--- src/rtl/game_state_controller.sv ---
// game_state_controller: sequences title, play, death pause, respawn and game over around the Goomba lose flag
// Optional build macro: LOSE_FILTER_EN (lose must stay high LOSE_FILTER_CYCLES consecutive cycles to cost a life).
module game_state_controller #(
    parameter int unsigned START_LIVES        = 3,
    parameter int unsigned DEATH_CYCLES       = 25_000_000,
    parameter int unsigned RESPAWN_CYCLES     = 4,
    parameter int unsigned LOSE_FILTER_CYCLES = 3
) (
    input  logic       vga_clock,
    input  logic       reset,
    input  logic       lose,
    input  logic       start,
    output logic       mover_reset,
    output logic       freeze,
    output logic       game_over,
    output logic [2:0] lives,
    output logic [2:0] state,
    output logic [4:0] leds
);
    localparam logic [2:0] S_TITLE     = 3'd0;
    localparam logic [2:0] S_PLAYING   = 3'd1;
    localparam logic [2:0] S_DYING     = 3'd2;
    localparam logic [2:0] S_RESPAWN   = 3'd3;
    localparam logic [2:0] S_GAME_OVER = 3'd4;
    localparam logic [2:0] LIVES_INIT   = 3'(START_LIVES);
    localparam logic [31:0] DEATH_LAST   = 32'(DEATH_CYCLES - 1);
    localparam logic [31:0] RESPAWN_LAST = 32'(RESPAWN_CYCLES - 1);

    if (START_LIVES < 1 || START_LIVES > 7) begin : g_bad_start_lives
        $error("START_LIVES must be 1..7");
    end
    if (DEATH_CYCLES < 1 || RESPAWN_CYCLES < 1 || LOSE_FILTER_CYCLES < 1) begin : g_bad_cycles
        $error("cycle parameters must be at least 1");
    end

    logic [2:0]  state_q, state_d;
    logic [2:0]  lives_q, lives_d;
    logic [31:0] cnt_q, cnt_d;
    logic        start_prev_q;
    logic        mover_reset_q, mover_reset_d;
    logic        freeze_q, freeze_d;
    logic        game_over_q, game_over_d;
    logic        start_rise;
    logic        lose_hit;

    assign start_rise = start & ~start_prev_q;

`ifdef LOSE_FILTER_EN
    localparam logic [31:0] FILT_LAST = 32'(LOSE_FILTER_CYCLES - 1);
    logic [31:0] filt_q, filt_d;

    assign lose_hit = lose && (filt_q == FILT_LAST);

    // Count consecutive lose cycles while playing; any gap or non-playing cycle restarts the count
    always_comb begin
        filt_d = (state_q == S_PLAYING && lose && !lose_hit) ? filt_q + 32'd1 : 32'd0;
    end

    // Filter counter register
    always_ff @(posedge vga_clock or negedge reset) begin
        if (!reset) filt_q <= 32'd0;
        else        filt_q <= filt_d;
    end
`else
    assign lose_hit = lose;
`endif

    // State, lives, timer and registered outputs
    always_ff @(posedge vga_clock or negedge reset) begin
        if (!reset) begin
            state_q       <= S_TITLE;
            lives_q       <= LIVES_INIT;
            cnt_q         <= 32'd0;
            start_prev_q  <= 1'b1;
            mover_reset_q <= 1'b1;
            freeze_q      <= 1'b1;
            game_over_q   <= 1'b0;
        end else begin
            state_q       <= state_d;
            lives_q       <= lives_d;
            cnt_q         <= cnt_d;
            start_prev_q  <= start;
            mover_reset_q <= mover_reset_d;
            freeze_q      <= freeze_d;
            game_over_q   <= game_over_d;
        end
    end

    // Next state, life accounting and pause/respawn timing
    always_comb begin
        state_d = state_q;
        lives_d = lives_q;
        cnt_d   = cnt_q;
        case (state_q)
            S_TITLE: begin
                cnt_d = 32'd0;
                if (start_rise) state_d = S_PLAYING;
            end
            S_PLAYING: begin
                cnt_d = 32'd0;
                if (lose_hit) begin
                    state_d = S_DYING;
                    lives_d = (lives_q == 3'd0) ? 3'd0 : lives_q - 3'd1;
                end
            end
            S_DYING: begin
                cnt_d = (cnt_q == DEATH_LAST) ? 32'd0 : cnt_q + 32'd1;
                if (cnt_q == DEATH_LAST) state_d = (lives_q == 3'd0) ? S_GAME_OVER : S_RESPAWN;
            end
            S_RESPAWN: begin
                cnt_d = (cnt_q == RESPAWN_LAST) ? 32'd0 : cnt_q + 32'd1;
                if (cnt_q == RESPAWN_LAST) state_d = S_PLAYING;
            end
            S_GAME_OVER: begin
                cnt_d = 32'd0;
                if (start_rise) begin
                    state_d = S_TITLE;
                    lives_d = LIVES_INIT;
                end
            end
            default: begin
                state_d = S_TITLE;
                cnt_d   = 32'd0;
            end
        endcase
    end

    // Moore outputs decoded from the next state so they land in the same cycle as the state change
    always_comb begin
        mover_reset_d = (state_d == S_TITLE) || (state_d == S_RESPAWN);
        freeze_d      = state_d != S_PLAYING;
        game_over_d   = state_d == S_GAME_OVER;
    end

    assign mover_reset = mover_reset_q;
    assign freeze      = freeze_q;
    assign game_over   = game_over_q;
    assign lives       = lives_q;
    assign state       = state_q;
    assign leds        = {lives_q[1:0], state_q};
endmodule

--- config.mk ---
export PLATFORM = sky130hd
export DESIGN_NAME = game_state_controller
export DESIGN_NICKNAME = d
export VERILOG_FILES = /design/src/rtl/game_state_controller.sv
export SDC_FILE = /design/constraint.sdc
export NUM_CORES = 1
export LEC_CHECK = 0
export ABC_AREA = 1
export CAP_MARGIN = 20
export CORE_AREA = 3 3 116 90
export DETAILED_ROUTE_END_ITERATION = 7
export DIE_AREA = 0 0 119 93
export GPL_ROUTABILITY_DRIVEN = 0
export HOLD_SLACK_MARGIN = 0.08
export PLACE_DENSITY_LB_ADDON = 0.3
export SLEW_MARGIN = 20
export SYNTH_ARGS = -nofsm -noshare
export SYNTH_HDL_FRONTEND = slang
export SYNTH_SLANG_ARGS = --single-unit
--- constraint.sdc ---
create_clock -name vga_clock -period 5.1 [get_ports vga_clock]
set_clock_uncertainty 0.2 [all_clocks]
set_input_delay 1.53 -clock vga_clock [delete_from_list [all_inputs] [get_ports vga_clock]]
set_output_delay 1.53 -clock vga_clock [all_outputs]
set_load 0.05 [all_outputs]
==> flow_summary.yaml <==
sta:
  finalHoldViolCount: 0
  setup_violations: 0
  setup_slack_ps: 1710
  slew_viol_final: 0
  fmax_mhz: 295
  period_minus_slack_ps: 3390
  finalCritPeriodShare_pct: 66.5
  slew-limit-headroom_pct: 37.2
  worst_pin_slew_ps: 942
  tns_ps: 0
  rsz0062_at_grt: "no"
worst_setup_path:
  r2r_slack_ps: 2760
  crit_path_cell_trace: "clkdlybuf4s50_1"
  cp-end-kind: "output port"
  crit_buf_inv: 1
  worstPathArrival_ps: 1660
  slowest_delay_ps: 810
  path_class: "flip-flop to output port"
  cpMaxStageDelayCell: "clkdlybuf4s50_1"
  critPathRequiredTime_ps: 3370
  cp_max_fo: 6
  cp_top_family: "buffers and inverters"
  startpoint_type: "flip-flop"
cts:
  cts_resized: 0
  numCtsBuffers: 5
  postCtsSetupRepairBufs: 0
  insertion_delay_ps: 280
  cts_hold_buf: 0
  cts_tree: "built"
  clock_path_buffers: 2
  clock-sinks: 42
  clkSlewWorstSetupHoldPaths_ps: 60
  cts-root-buf: "clkbuf_16"
  htree_levels: 2
grt:
  grt_pass1_vias: 2393
  track_usage_pct: 13.7
  grt_pass1_wl_um: 12100
  antenna_found_initial: 0
  overflow: 0
  grt_max_degree: 43
detailed_routing:
  dr.pass1.iters: 4
  dr_wl_met2_um: 2840
  routed_wl_um: 7250
  dr_wl_met3_um: 464
  ant_nets: 0
  drc_errors: 0
  drt_iter0_markers: 225
  avgViaCountPerCell: 4.62
  via_count: 2569
  wl_per_cell_um: 13.0
  top_layer: "met4"
  wl_met1_um: 3900
synthesis:
  synthTopCellsByArea: "dfrtp_1 33%, nand2_1 12%, nor2_1 11%"
  ys_types: 33
  synth_common_cells: "93 x nand2_1, 84 x nor2_1, 63 x inv_1"
  synth_cells: 408
  yosysSeqAreaShare_pct: 37.7
  yosysMostFrequentCell: "nand2_1"
  netlist_area_um2: 2800
  syn-num-nets: 413
  synth_edf_count: 0
  yosysWarnings: 0
  ys.flop_type: "dfrtp_1"
  async_reset_ff_share_pct: 100
  avgSynthCellArea_um2: 6.87
  synth_top_area_share_pct: 33.0
  ys_ff_latch: 42
  synth_largest_area_cell: "dfrtp_1"
pwr:
  p_per_area_nw_per_um2: 367
  p_leak_nw: 1.37
  ir_drop_uv: 171
cells_and_area:
  multi_input_area_um2: 1410
  n_antenna_cell: 0
  nFillCells: 1023
  drive_gt1_share_pct: 9.20
  area_growth_pct: 14.0
  finish.net_count: 428
  regArea_um2: 1060
  final_util_pct: 33.6
die:
  core_um2: 9500
  rows: 31
  design.portCount: 18
  start_util_pct: 29.5
  die_x_um: 119
  die-area_um2: 11100
  die_y_um: 93
run:
  maxCapViolCount: 0
placement:
  hpwl_um: 5750
  port_buffers: 17
  place_ws_ps: 2010
hold_path:
  min_path_type: "flip-flop to flip-flop"
run_status:
  outcome: "finished clean"
==> power by group <==
| group | switching, mW | leakage, nW | internal, mW |
|---|---|---|---|
| registers | 0.0315 | 0.564 | 0.377 |
| logic | 0.321 | 0.729 | 0.119 |
| clock network | 0.131 | 0.0739 | 0.194 |
==> layout by cell type, fill, tap and decap left out, types with 2 or more instances in the layout <==
master / instances
inv_1: 63
inv_2: 3
nor3b_1: 3
o21ai_0: 3
nand3_1: 24
and2_1: 2
nor2_1: 84
clkbuf_16: 5
dfstp_2: 5
nor2_4: 2
nor2_2: 5
dfrtp_1: 37
xor2_1: 12
nor4_1: 2
a21oi_1: 10
nor3_1: 18
nand2_2: 3
nand4_1: 8
nand2_1: 93
nor3_2: 10
clkdlybuf4s50_1: 16
==> flip-flops by register name, summed over array words and instances, names as in the netlist <==
signal,flops
mover_reset,1
freeze,1
lives,3
game_over,1
state,3
cnt_q,32
start_prev_q,1
==> layer usage <==
metal / vias to the layer above / global-route usage, %
met2: 62 / 18.9
met5: - / 0
li1: 1298 / -
met4: 0 / 2.12
met3: 6 / 3.08
met1: 1203 / 21.9
==> cells by family after synthesis <==
family | count (synthesis) | share of synthesized area, %
adders and majority gates | 1 | 0.446
DFF | 42 | 37.7
muxes | 1 | 0.402
buffers and inverters | 76 | 12.1
AOI/OAI and AO/OA | 17 | 3.35
and+or+nand+nor | 258 | 41.9
xor gates and xnor gates | 13 | 4.06
==> final cells by class <==
class | count | share of cell area (%)
multi-input cells | 290 | 44.1
flip-flops and latches | 42 | 33.1
inverters | 67 | 7.87
repair buffers | 17 | 5.17
well taps | 132 | 5.17
clock buffers | 7 | 4.47
clock inverters | 1 | 0.157
==> worst paths after layout <==
kind / startpoint / end / depth (start not counted)
worst max register to register: cnt_q[0]$_DFF_PN0_ / cnt_q[26]$_DFF_PN0_ / 9
worst min-delay path: lives[1]$_DFFE_PN1P_ / lives[1]$_DFFE_PN1P_ / 2
min in group asynchronous: reset / game_over$_DFF_PN0_ / 1
max in group asynchronous: reset / cnt_q[16]$_DFF_PN0_ / 1
worst min register to register: lives[1]$_DFFE_PN1P_ / lives[1]$_DFFE_PN1P_ / 2
worst max-delay path: lives[0]$_DFFE_PN1P_ / leds[3] / 1
==> per-stage QoR <==
stage	cell area (um^2)	total power, mW	hold WS (ps)	cells
floorplan	2800	0.787	283	408
global placement	3050	0.856	294	548
detailed placement	3050	0.860	304	548
CTS	3190	1.19	314	556
global route	3190	1.24	340	556
finish	3190	1.17	307	556
==> worst reg2reg max path, delay by kind of cell, from the launching register on <==
family	cells	cell delay, ps
simple gates	6	1110
flops	1	420
buf+inv	1	70
compound gates	1	110
fa+ha+maj	1	290
No activity file was read; power rests on OpenSTA's default activity.
==> RTL change: new RTL, config.mk and constraints unchanged <==
The option `LOSE_FILTER_EN` is turned on by a define.
--- a/src/rtl/game_state_controller.sv
+++ b/src/rtl/game_state_controller.sv
@@ -1,5 +1,7 @@
 // game_state_controller: sequences title, play, death pause, respawn and game over around the Goomba lose flag
 // Optional build macro: LOSE_FILTER_EN (lose must stay high LOSE_FILTER_CYCLES consecutive cycles to cost a life).
+`define LOSE_FILTER_EN
+
 module game_state_controller #(
     parameter int unsigned START_LIVES        = 3,
     parameter int unsigned DEATH_CYCLES       = 25_000_000,
Behaviour: not the same (a bounded check fails within 4 cycles, from zero or initial values and one cycle with reset low).
==> RTL change against the original RTL <==
  * Routed wire length grew 47%
  * Total power is 46% higher
  * Synthesized cell count up 51%
  * Setup slack lost 63 ps
  * Clock power rose by 98%
  * First-iteration DRC count rose by 77%
  * Count of clock-buffer cells in the layout rose by 3
  * Sequential power up 62%
  * Synthesized area grew 59%
  * Cell area is 57% higher
  * Sequential share of layout area rose by 3.9 points
  * Via count grew 57%
  * Sequential cell count grew 32
  * Critical path type unchanged
  * Largest cell class unchanged
  * Largest power group is now registers
  * Highest routed layer unchanged
==> RTL change: results (changes against the original RTL) <==
| Metric | Value |
|---|---|
| Outcome | completed |
| Setup slack, reg-to-reg | 2960 ps (+200 ps) |
| Largest net degree at the start of global routing | 75 (+74%) |
| Buffers on Ports | 17 (unchanged) |
| Share of cells above drive strength 1 | 8.594% (-0.60 points) |
| Total CTS buffers | 9 (+4) |
| First-pass GRT wire length | 18.32 mm (+51%) |
| Worst flop-to-flop path startpoint | cnt_q[0] |
| Post-synth top cells | nand2_1 (137), nor2_1 (121), inv_1 (74), dfrtp_1 (69), nor3_1 (55) |
| Setup Slack @ Placement | 1819 ps (-193.4 ps) |
| Met2 routed WL | 4.231 mm (+49%) |
| Iter 0 DRT Violations | 398 (+77%) |
| Switching Fraction | 33.88% (-7.3 points) |
| Post-Synth XOR/XNOR Area | 4.722% (+0.66 points) |
| DR pass1 iterations | 6 (+2) |
| All-Layer GR Usage | 20.62% (+6.9 points) |
| Synth Area in Compound Gates | 4.075% (+0.73 points) |
| Final #Nets | 642 (+50%) |
| Mux share of post-synthesis cell area | 0% (-0.40 points) |
| Hold Path Cell Cnt | 1 (-1) |
| Yosys warning count | 0 (unchanged) |
| Routed vias/inst | 5.229 (+13%) |
| Worst hold endpoint | cnt_q[0] |
| Clock-pin slew on the worst setup and hold paths | 60 ps (about the same) |
| Netlist cell types | 35 (+6.1%) |
| Mean Syn Cell Area | 7.227 um^2 (+5.2%) |
| Static Leak | 2.005 nW (+47%) |
| Worst skew pair latency | 340 ps (+60 ps) |
| Slew at the pin with the worst max-slew slack | 932.5 ps (-9.679 ps) |
| Worst reg2reg path endpoint | cnt_q[20] |
| Met3 wire len | 952 um (+110%) |
| H-tree depth | 3 (+1) |
| Sequential cell area fraction in the yosys report | 41.74% (+4.0 points) |
| Worst Reg-to-Reg Cells | 10 (+1) |
| CP max stage cell | clkdlybuf4s50_1 |
| DP HPWL | 7.830 mm (+36%) |
| Clk buf depth | 2 (unchanged) |
| Post-CTS sizing | 0 (unchanged) |
| Final wirelength | 10.69 mm (+47%) |
| Worst VDD drop | 0.1802 mV (+5.3%) |
| Vias in the first global route | 3711 (+55%) |
| Placed insts | 756 (+38%) |
| Hold path start | cnt_q[0] |
| CP Data Arrival Time | 1720 ps (+60 ps) |
| Synth area leaders | dfrtp_1 (39%), nand2_1 (12%), nor2_1 (10%) |
| Wl on met1 | 5.386 mm (+38%) |
| Adder-Cell Fraction of Synth Area | 0.8432% (+0.40 points) |
| Via count | 4037 (+57%) |
| Hold WS | 304.9 ps (-2.588 ps) |
| Crit path max fanout | 6 (unchanged) |
| Post-synth top flop | dfrtp_1 |
| CP max stage delay | 810 ps (about the same) |
| Syn_nets | 623 (+51%) |
RTL change: metrics by stage:
stage                     util (%)  cell area [um^2]
after floorplan                  -              4452
after global placement       49.60              4713
after detailed placement     49.60              4713
after CTS                    52.78              5016
after global routing         52.78              5016
final                        52.78              5016
RTL change: worst max-delay path by stage:
stage / from / slack [ps] / endpoint
final: lives[0] / 1650 / lives[0]
after floorplan: state[2] / 2390 / state[2]
after global placement: lose / 1840 / filt_q[18]
after global routing: lives[0] / 1600 / lives[0]
after detailed placement: lose / 1820 / filt_q[25]
after CTS: lives[0] / 1640 / lives[0]
RTL change: layer usage:
metal  up-vias  global-route usage (%)
met3        14                   5.804
li1       1997                       -
met5         -                       0
met4         0                   5.979
met1      1864                   32.01
met2       162                   27.50
RTL change: cell type report:
class	count	area, um^2
clock inverters	6	63.81
fillers	899	4487
multi-input cells	454	2220
well taps	132	165.2
flip-flops and latches	74	1858
clock buffers	10	239.0
inverters	78	295.3
repair buffers	18	175.2
RTL change: logic make-up (layout without fill, tap and decap cells):
group,Yosys count,after routing
adders and majority gates,3,3
xor gates and xnor gates,24,24
DFF,74,74
and+or+nand+nor,391,391
buffers and inverters,88,112
AOI/OAI and AO/OA,36,36
RTL change: power by group through the flow:
| stage | sequential, mW | clock [mW] | combinational [mW] |
|---|---|---|---|
| after global routing | 0.668 | 0.688 | 0.447 |
| final | 0.662 | 0.643 | 0.411 |
| after CTS | 0.662 | 0.652 | 0.414 |
| after detailed placement | 0.673 | 0 | 0.414 |
| after global placement | 0.671 | 0 | 0.406 |
| after floorplan | 0.750 | 0 | 0.241 |
